===== config.mk =====
export PLATFORM = sky130hd
export DESIGN_NAME = seq_signed_divider_16x8
export DESIGN_NICKNAME = d
export VERILOG_FILES = /design/src/rtl/div_pkg.sv /design/src/rtl/div_step.sv /design/src/rtl/seq_signed_divider_16x8.sv
export SDC_FILE = /design/constraint.sdc
export NUM_CORES = 1
export LEC_CHECK = 0
export ABC_CLOCK_PERIOD_IN_PS = 2700
export CORE_MARGIN = 5
export CORE_UTILIZATION = 50
export DETAILED_ROUTE_END_ITERATION = 10
export PLACE_DENSITY_LB_ADDON = 0.2
export SYNTH_ARGS = -nofsm -noshare
export SYNTH_HDL_FRONTEND = slang
export SYNTH_SLANG_ARGS = --single-unit

===== constraint.sdc =====
create_clock -name clk -period 2.7 [get_ports clk]
set_input_delay 0.27 -clock clk [delete_from_list [all_inputs] [get_ports clk]]
set_output_delay 0.27 -clock clk [all_outputs]
set_load 0.02 [all_outputs]

===== src/rtl/div_pkg.sv =====
// Shared types and default widths for the sequential signed divider.
package div_pkg;

  localparam int DEF_DIVIDEND_W = 16;
  localparam int DEF_DIVISOR_W  = 8;
  localparam int CNT_W          = $clog2(DEF_DIVIDEND_W);

  localparam logic [DEF_DIVIDEND_W-1:0] DBZ_QUOTIENT = '1;

  typedef enum logic [1:0] {
    IDLE = 2'd0,
    CALC = 2'd1,
    FIX  = 2'd2,
    DONE = 2'd3
  } state_t;

endpackage


===== src/rtl/div_step.sv =====
// One combinational restoring-division iteration on magnitudes.
module div_step #(
  parameter int DIVISOR_W = 8
) (
  input  logic [DIVISOR_W:0]   rem_in,
  input  logic                 dvd_bit,
  input  logic [DIVISOR_W-1:0] dvs_abs,
  output logic [DIVISOR_W:0]   rem_out,
  output logic                 q_bit
);

  logic [DIVISOR_W+1:0] shifted;
  logic [DIVISOR_W+1:0] trial;

  always_comb begin
    shifted = {rem_in, dvd_bit};
    trial   = shifted - {2'b00, dvs_abs};
    // A borrow out of the top bit means the trial went negative: restore.
    q_bit   = ~trial[DIVISOR_W+1];
    rem_out = q_bit ? trial[DIVISOR_W:0] : shifted[DIVISOR_W:0];
  end

endmodule


===== src/rtl/seq_signed_divider_16x8.sv =====
// Iterative signed restoring divider: one quotient bit per clock, results
// truncated toward zero, valid/ready on both sides.
module seq_signed_divider_16x8
  import div_pkg::*;
#(
  parameter int DIVIDEND_W = DEF_DIVIDEND_W,
  parameter int DIVISOR_W  = DEF_DIVISOR_W
) (
  input  logic                  clk,
  input  logic                  rst_n,
  input  logic                  in_valid,
  output logic                  in_ready,
  input  logic [DIVIDEND_W-1:0] dividend,
  input  logic [DIVISOR_W-1:0]  divisor,
  output logic                  out_valid,
  input  logic                  out_ready,
  output logic [DIVIDEND_W-1:0] quotient,
  output logic [DIVISOR_W-1:0]  remainder,
  output logic                  div_by_zero,
  output logic                  overflow,
  output logic                  busy
);

  localparam int CW = $clog2(DIVIDEND_W);
  localparam logic [DIVIDEND_W-1:0] MOST_NEG = {1'b1, {(DIVIDEND_W-1){1'b0}}};

  state_t state_reg, state_next;

  logic [CW-1:0]         cnt_reg;
  logic [DIVIDEND_W-1:0] dvd_reg;
  logic [DIVISOR_W-1:0]  dvs_reg;
  logic [DIVISOR_W:0]    rem_reg;
  logic [DIVIDEND_W-1:0] quo_reg;
  logic                  neg_q_reg;
  logic                  neg_r_reg;
  logic                  ovf_reg;
  logic                  dbz_reg;
  logic [DIVIDEND_W-1:0] quotient_reg;
  logic [DIVISOR_W-1:0]  remainder_reg;

  logic [DIVIDEND_W-1:0] dvd_abs;
  logic [DIVISOR_W-1:0]  dvs_abs;
  logic                  dvs_zero;
  logic [DIVISOR_W:0]    step_rem;
  logic                  step_q;

  // Negating the most negative value wraps onto itself, which is exactly
  // its magnitude when read back as unsigned.
  assign dvd_abs  = dividend[DIVIDEND_W-1] ? -dividend : dividend;
  assign dvs_abs  = divisor[DIVISOR_W-1]   ? -divisor  : divisor;
  assign dvs_zero = (divisor == '0);

  div_step #(
    .DIVISOR_W (DIVISOR_W)
  ) u_step (
    .rem_in  (rem_reg),
    .dvd_bit (dvd_reg[DIVIDEND_W-1]),
    .dvs_abs (dvs_reg),
    .rem_out (step_rem),
    .q_bit   (step_q)
  );

  always_ff @(posedge clk or negedge rst_n) begin
    if (!rst_n) begin
      state_reg <= IDLE;
    end else begin
      state_reg <= state_next;
    end
  end

  always_comb begin
    state_next = state_reg;
    case (state_reg)
      IDLE: if (in_valid) state_next = dvs_zero ? DONE : CALC;
      CALC: if (cnt_reg == '0) state_next = FIX;
      FIX:  state_next = DONE;
      DONE: if (out_ready) state_next = IDLE;
      default: state_next = IDLE;
    endcase
  end

  always_comb begin
    in_ready  = (state_reg == IDLE);
    out_valid = (state_reg == DONE);
    busy      = (state_reg != IDLE);
  end

  always_ff @(posedge clk or negedge rst_n) begin
    if (!rst_n) begin
      cnt_reg       <= '0;
      dvd_reg       <= '0;
      dvs_reg       <= '0;
      rem_reg       <= '0;
      quo_reg       <= '0;
      neg_q_reg     <= 1'b0;
      neg_r_reg     <= 1'b0;
      ovf_reg       <= 1'b0;
      dbz_reg       <= 1'b0;
      quotient_reg  <= '0;
      remainder_reg <= '0;
    end else begin
      case (state_reg)
        IDLE: begin
          if (in_valid) begin
            dvd_reg       <= dvd_abs;
            dvs_reg       <= dvs_abs;
            rem_reg       <= '0;
            quo_reg       <= '0;
            neg_q_reg     <= dividend[DIVIDEND_W-1] ^ divisor[DIVISOR_W-1];
            neg_r_reg     <= dividend[DIVIDEND_W-1];
            ovf_reg       <= (dividend == MOST_NEG) && (divisor == '1);
            dbz_reg       <= dvs_zero;
            quotient_reg  <= dvs_zero ? DBZ_QUOTIENT[DIVIDEND_W-1:0] : '0;
            remainder_reg <= '0;
            cnt_reg       <= CW'(DIVIDEND_W - 1);
          end
        end
        CALC: begin
          rem_reg <= step_rem;
          quo_reg <= {quo_reg[DIVIDEND_W-2:0], step_q};
          dvd_reg <= {dvd_reg[DIVIDEND_W-2:0], 1'b0};
          if (cnt_reg != '0) cnt_reg <= cnt_reg - 1'b1;
        end
        FIX: begin
          // The remainder magnitude is below |divisor| <= 2^(DIVISOR_W-1).
          quotient_reg  <= neg_q_reg ? -quo_reg : quo_reg;
          remainder_reg <= neg_r_reg ? -rem_reg[DIVISOR_W-1:0] : rem_reg[DIVISOR_W-1:0];
        end
        default: ;
      endcase
    end
  end

  assign quotient    = quotient_reg;
  assign remainder   = remainder_reg;
  assign div_by_zero = dbz_reg;
  assign overflow    = ovf_reg;

endmodule

==> run summary, run 1 <==
CLOCK NETWORK
---------------------------------------------------------------------------------------
Max Root-Sink Buffers                                                                 2
Later-pin clock latency in the skew report                                      0.36 ns
Clock tree from TritonCTS                                                         built
Clock Pin Slew Worst Setup and Hold Paths                                       0.08 ns
Total clock sinks                                                                    83
Total clock buffers created by CTS                                                    9
Cell at the root of the clock tree                                             clkbuf_8
Number of instances resized during post-cts repair                                    0
H-Tree Depth                                                                          3

PWR
---------------------------------------------------------------------------------------
Worst supply voltage drop on vdd                                             0.000427 V
Clk pwr share                                                                     13.2%
Pwr per Cell Area                                                           1190 nW/µm²
Logic pwr share                                                                   56.9%
Cell leakage power                                                              2.70 nW
Power share of the sequential group                                               29.9%
Fraction of power spent switching nets                                            44.7%
Internal power                                                                0.00394 W
Switching power total                                                         0.00319 W

TIMING
---------------------------------------------------------------------------------------
Final worst setup slack                                                        0.265 ns
Relative slew margins                                                             54.3%
Setup violators final                                                                 0
Slew of the pin with the lowest slew margin                                    0.684 ns
Max Clock Skew                                                               0.00961 ns
Peak Freq                                                                       411 MHz
Setup repair after global routing missed its margin                               false
Final hold vios                                                                       0
Period utilization                                                                90.2%
Number of pins with negative max-slew slack in the final report                       0
Time the worst path needs with I/O delays and setup                             2.43 ns
Sum of negative setup slack                                                        0 ns

GLOBAL ROUTE
---------------------------------------------------------------------------------------
Pin count of the biggest net entering global routing                                 46
Vias in the first global route                                                     4094
Wire length of the first global-routing pass                                   19200 µm
Antenna violations before repair                                                      0
Total overflow reported by the global router                                          0
All-Layer GR Usage                                                                20.2%

SETUP PATH
---------------------------------------------------------------------------------------
Critical register-to-register path endpoint                                  rem_reg[6]
Logic depth of the worst register-to-register path                                    8
Slowest-stage cell, CP                                                          dfrtp_1
Critical Path Source Type                                                     flip-flop
Max Fanout on Critical Path                                                          10
Reg-to-reg slack, setup                                                         0.27 ns
Worst Path Class, Setup                                                         reg2reg
Critical path data required time                                                2.93 ns
Crit path cell chain                                                       ha_1, nor2b_1, o2111a_1, o311a_1, a211oi_2, buf_4, mux2i_1, o21ai_1
Critical register-to-register path startpoint                                rem_reg[0]
Data arrival time of the critical path                                          2.66 ns
Critical Path End Type                                                        flip-flop
Longest individual stage delay on the worst path                                0.46 ns

ROUTE
---------------------------------------------------------------------------------------
First-pass iteration count of the detailed router                                     4
Average wire per standard cell                                                  15.4 µm
Routed vias                                                                        4116
Final WL                                                                       11300 µm
Antenna-violating nets left                                                           0
Number of violations reported at the end of detailed-routing iteration 0            197
Avg Vias per Cell                                                                  5.59
Count of unresolved DRC violations after routing                                      0

SYNTH
---------------------------------------------------------------------------------------
Register area share after synthesis                                               41.5%
Number of warning messages in the yosys log                                           0
Cell Area, Synth                                                               5000 µm²
Net count after synthesis                                                           586
Flip-flop and latch count after synthesis                                            83
Prevailing post-synth register cell                                             dfrtp_1
Area share of the largest cell type after synthesis                               41.5%
Share of flip-flops with an asynchronous set or reset                              100%
Cells taking the most area after synthesis                                 dfrtp_1 (42%), nand2_1 (5.6%), mux2i_1 (4.6%)
Most area-hungry cell type in the Yosys netlist                                 dfrtp_1
Gate count of the mapped netlist                                                    539
Mean instance size in the synthesized netlist                                  9.28 µm²
Unique masters post-synth                                                            66
Number of synthesized flops with an enable pin                                        0

WORST HOLD PATH
---------------------------------------------------------------------------------------
Hold crit path type                                                            in2async

CELLS AND AREA
---------------------------------------------------------------------------------------
Antenna diodes                                                                        0
Multi-input combinational cell area                                            2710 µm²
Register area                                                                  2080 µm²
Leading cell type in the layout, fill and taps excluded                         dfrtp_1
Commonest non-fill, non-tap cells in the layout                            dfrtp_1 (83), nand2_1 (75), clkdlybuf4s50_1 (55)
Post-synthesis to final-layout area growth                                        19.6%
Total number of nets in the final design                                            645
Share of cells above drive strength 1                                             8.29%
Fill cells                                                                          872

PLACEMENT
---------------------------------------------------------------------------------------
Pre-CTS setup slack                                                            0.285 ns
Post-detail-place hpwl                                                          8460 µm
Buffers on Ports                                                                     56
GPL Wtd Cong                                                                      0.898

RUN STATUS
---------------------------------------------------------------------------------------
Run status                                                                 complete, no violations

DIE
---------------------------------------------------------------------------------------
Horiz. Die Dim                                                                   110 µm
Number of top-level pins                                                             57
Standard-cell rows                                                                   36
Area inside the core boundary                                                  9770 µm²
Die footprint                                                                 12100 µm²
Chip Height                                                                      110 µm
Starting density of the core                                                      51.2%

RUN
---------------------------------------------------------------------------------------
Max Cap Viol                                                                          0

==> stage by stage <==
stage	utilization (%)	cell area, µm²	power, W	instances	hold WS, ns
final	61.2	5980	0.00713	736	0.458
after global routing	61.2	5980	0.00774	736	0.497
after CTS	61.2	5980	0.00718	736	0.473
after detailed placement	58.9	5760	0.00622	719	0.320
after global placement	58.9	5760	0.00608	719	0.315
after floorplan	-	5000	0.00500	539	-0.0256
==> cell usage after synthesis (2+ instances only) <==
library cell  count
a211oi_1         11
a21boi_0          2
a21o_1           11
a21oi_1          23
a22o_1           15
a22oi_1           2
a31oi_1           2
buf_1             3
clkbuf_1         20
dfrtp_1          83
ha_1             18
inv_1            24
mux2_2            2
mux2i_1          23
nand2_1          75
nand2b_1          4
nand3_1           4
nand3b_1          3
nand4_1           3
nor2_1           28
nor2b_1           7
nor3_1            7
nor4_1            4
nor4_2            2
o211ai_1          2
o21a_1            4
o21ai_0          42
o21ai_1          17
o221ai_1          2
o311ai_1          3
o31ai_1          12
o32ai_1           2
o41ai_1           5
or3_1             3
xnor2_1          21
xor2_1           20
==> critical path, delay by kind of cell, from the launching register on <==
family          cells  cell delay (ns)
flops               1             0.46
mux                 1             0.22
buf+inv             1             0.23
fa+ha+maj           1             0.29
compound gates      4             0.98
simple gates        1             0.14
==> power by group through the flow <==
stage / Clock, W / Sequential [W] / Combinational, W
floorplan: 0 / 0.00215 / 0.00285
global route: 0.00101 / 0.00220 / 0.00453
detailed placement: 0 / 0.00214 / 0.00407
finish: 0.000941 / 0.00213 / 0.00406
global placement: 0 / 0.00212 / 0.00396
CTS: 0.000964 / 0.00213 / 0.00409
==> layer usage <==
| layer | vias to the layer above | GRT usage (%) | share of wire, % |
|---|---|---|---|
| li1 | 2049 | - | - |
| met5 | - | 0 | 0 |
| met2 | 85 | 33.7 | 48 |
| met4 | 0 | 6.77 | 1.3 |
| met1 | 1969 | 26.3 | 46 |
| met3 | 13 | 4.14 | 5.0 |
==> cells by family after synthesis <==
group	share of synthesized area, %
AND/OR/NAND/NOR	13.7
adder cells (fa/ha/maj)	4.90
flip-flops	41.5
buffers and inverters	4.60
AO/OA/AOI/OAI	23.0
XOR/XNOR	7.18
multiplexers	5.05
==> worst max path at each step <==
stage | startpoint | end
floorplan | state_reg[0] | quotient[12]
global placement | rem_reg[0] | rem_reg[6]
detailed placement | rem_reg[0] | rem_reg[6]
CTS | rem_reg[0] | rem_reg[6]
global route | rem_reg[0] | rem_reg[6]
finish | rem_reg[0] | rem_reg[6]
==> final cells by class <==
class | instances | area share (%)
clock inverter | 5 | 1.00
timing repair buffer | 76 | 12.1
tap | 133 | 2.78
clock buffer | 11 | 2.53
multi-input combinational | 402 | 45.2
sequential | 83 | 34.7
inverter | 26 | 1.63
==> repair_timing <==
action	4_1_cts	5_1_grt
buffers inserted	0	0
endpoints found under the hold margin	43	0
hold buffers	1	0
endpoints found under the setup margin	0	0
(Power assumes the default switching activity.)
==> run 2, diff against run 1 <==
- DONT_BUFFER_PORTS: unset -> 1
==> run summary, run 2 (same netlist as run 1, synthesis figures left out) <==
CLOCK NETWORK
---------------------------------------------------------------------------------------
Cell at the root of the clock tree                                             clkbuf_8
Clock Pin Slew Worst Setup and Hold Paths                                       0.09 ns   about the same
Total clock sinks                                                                    83   unchanged
Max Root-Sink Buffers                                                                 2   unchanged
Total clock buffers created by CTS                                                    9   unchanged
Clock tree from TritonCTS                                                         built
H-Tree Depth                                                                          3   unchanged
Number of instances resized during post-cts repair                                    0   unchanged
Later-pin clock latency in the skew report                                      0.36 ns   about the same

TIMING
---------------------------------------------------------------------------------------
Setup repair after global routing missed its margin                               false
Setup violators final                                                                 0   unchanged
Period utilization                                                                87.1%   -3.1 points
Final hold vios                                                                       0   unchanged
Slew of the pin with the lowest slew margin                                     1.05 ns   +0.369 ns
Final worst setup slack                                                        0.349 ns   +0.0837 ns
Time the worst path needs with I/O delays and setup                             2.35 ns   -0.0837 ns
Relative slew margins                                                             29.4%   -25 points
Number of pins with negative max-slew slack in the final report                       0   unchanged
Sum of negative setup slack                                                        0 ns   unchanged
Max Clock Skew                                                                0.0140 ns   +0.00442 ns
Peak Freq                                                                       425 MHz   +3.6%

ROUTE
---------------------------------------------------------------------------------------
Average wire per standard cell                                                  16.2 µm   +5.3%
Number of violations reported at the end of detailed-routing iteration 0            207   +5.1%
First-pass iteration count of the detailed router                                     4   unchanged
Routed vias                                                                        3839   -6.7%
Count of unresolved DRC violations after routing                                      0   unchanged
Avg Vias per Cell                                                                  5.67   +1.4%
Antenna-violating nets left                                                           0   unchanged
Final WL                                                                       11000 µm   -3.2%

GLOBAL ROUTE
---------------------------------------------------------------------------------------
Pin count of the biggest net entering global routing                                 84   +83%
Antenna violations before repair                                                      0   unchanged
All-Layer GR Usage                                                                19.4%   -0.81 points
Vias in the first global route                                                     3822   -6.6%
Wire length of the first global-routing pass                                   18500 µm   -3.6%
Total overflow reported by the global router                                          0   unchanged

SETUP PATH
---------------------------------------------------------------------------------------
Slowest-stage cell, CP                                                          dfrtp_1
Worst setup path endpoint                                                    rem_reg[3]
Max Fanout on Critical Path                                                          11   +1
Critical path data required time                                                2.93 ns   about the same
Critical register-to-register path endpoint                                  rem_reg[3]
Critical Path Source Type                                                     flip-flop
Crit. path cell count                                                                 8   unchanged
Critical path launch point                                                   rem_reg[0]
Critical Path End Type                                                        flip-flop
Worst Path Class, Setup                                                         reg2reg
Number of buffer and inverter stages on the critical path                             1   unchanged
Reg-to-reg slack, setup                                                         0.35 ns   +0.08 ns
Crit path cell chain                                                       ha_1, nor2b_1, o2111a_1, o311a_1, a211oi_2, buf_4, mux2i_1, o21ai_1
Longest individual stage delay on the worst path                                0.47 ns   about the same
Data arrival time of the critical path                                          2.58 ns   -0.08 ns
Critical register-to-register path startpoint                                rem_reg[0]
Cell family contributing the most delay on the critical path               compound AO/OA/AOI/OAI gates
Logic depth of the worst register-to-register path                                    8   unchanged

DIE
---------------------------------------------------------------------------------------
Area inside the core boundary                                                  9770 µm²   unchanged
Die footprint                                                                 12100 µm²   unchanged
Number of top-level pins                                                             57   unchanged
Chip Height                                                                      110 µm   unchanged
Horiz. Die Dim                                                                   110 µm   unchanged
Standard-cell rows                                                                   36   unchanged
Starting density of the core                                                      51.2%   unchanged

PLACEMENT
---------------------------------------------------------------------------------------
Cell area reported after detailed placement                                    5160 µm²   -10%
Post-detail-place hpwl                                                          8090 µm   -4.4%
Buffers on Ports                                                                      0   -100%
Pre-CTS setup slack                                                            0.374 ns   +0.0884 ns
GPL Wtd Cong                                                                      0.826   -8.0%
Placed instance count                                                               659   -8.3%

PWR
---------------------------------------------------------------------------------------
Pwr per Cell Area                                                           1240 nW/µm²   +4.2%
Worst supply voltage drop on vdd                                             0.000428 V   +0.26%
Cell leakage power                                                              2.48 nW   -8.4%

CELLS AND AREA
---------------------------------------------------------------------------------------
Leading cell type in the layout, fill and taps excluded                         dfrtp_1
Fill cells                                                                          889   +1.9%
Total number of nets in the final design                                            586   -9.1%
Antenna diodes                                                                        0   unchanged
Share of cells above drive strength 1                                             8.46%   +0.16 points
Post-route standard cell area excluding fillers                                5400 µm²   -9.7%
Commonest non-fill, non-tap cells in the layout                            dfrtp_1 (83), nand2_1 (75), o21ai_0 (42)
Finished Layout Cells                                                               677   -8.0%
Post-synthesis to final-layout area growth                                        7.95%

WORST HOLD PATH
---------------------------------------------------------------------------------------
Hold crit path type                                                              in2reg

RUN STATUS
---------------------------------------------------------------------------------------
Run status                                                                 complete, no violations

RUN
---------------------------------------------------------------------------------------
Max Cap Viol                                                                          0   unchanged

run 2: cell types whose count changed in the layout (fill, tap and decap cells not counted):
cell             before  now
buf_4                19   15
buf_12                1    0
clkinv_4              1    2
clkbuf_8             11   10
clkinv_2              1    2
buf_16                0    1
clkdlybuf4s50_1      55    0
inv_6                 1    0
run 2: routing by layer:
layer  track usage (%)  routed length (µm)
met2              30.2                4900
met3              5.01                 659
met1              26.6                5280
met5                 0                   0
met4              5.79                 130
run 2: final cells by class:
class                           count  area, µm²  share of cell area (%)
Timing Repair Buffer               17        150                    2.78
Clock buffer                       10        138                    2.55
Inverter                           26       97.6                    1.81
Clock inverter                      6       65.1                    1.20
Tap cell                          133        166                    3.08
Multi-Input combinational cell    402       2710                    50.1
Sequential cell                    83       2080                    38.5
run 2: where the power goes:
group | total [W] | switching (W) | internal (W) | leakage [nW]
Clock | 0.000912 | 0.000459 | 0.000453 | 0.102
Combinational | 0.00348 | 0.00202 | 0.00146 | 1.31
Sequential | 0.00232 | 0.000621 | 0.00170 | 1.07
run 2: metrics by stage:
| step | total power (W) | hold WS [ns] | util (%) |
|---|---|---|---|
| 3_5_place_dp | 0.00579 | -0.0220 | 52.8 |
| 5_1_grt | 0.00734 | 0.0445 | 55.2 |
| 4_1_cts | 0.00676 | 0.0447 | 55.2 |
| 2_1_floorplan | 0.00500 | -0.0256 | - |
| 6_report | 0.00671 | 0.0526 | 55.2 |
| 3_3_place_gp | 0.00570 | -0.0220 | 52.8 |
run 2: worst min-delay path by stage:
| stage | from | endpoint | slack [ns] | depth (start not counted) |
|---|---|---|---|---|
| 2_1_floorplan | rst_n | cnt_reg[0] | -0.03 | 0 |
| 3_3_place_gp | rst_n | remainder[5] | -0.02 | 0 |
| 3_5_place_dp | rst_n | remainder[6] | -0.02 | 0 |
| 4_1_cts | divisor[7] | dvs_reg[7] | 0.04 | 2 |
| 5_1_grt | dividend[15] | neg_r_reg | 0.04 | 1 |
| 6_report | divisor[7] | dvs_reg[7] | 0.05 | 2 |
run 2: timing repair:
item | in CTS | in global routing
buffers inserted | 0 | 0
hold buffers | 2 | 0
endpoints found under the hold margin | 83 | 0
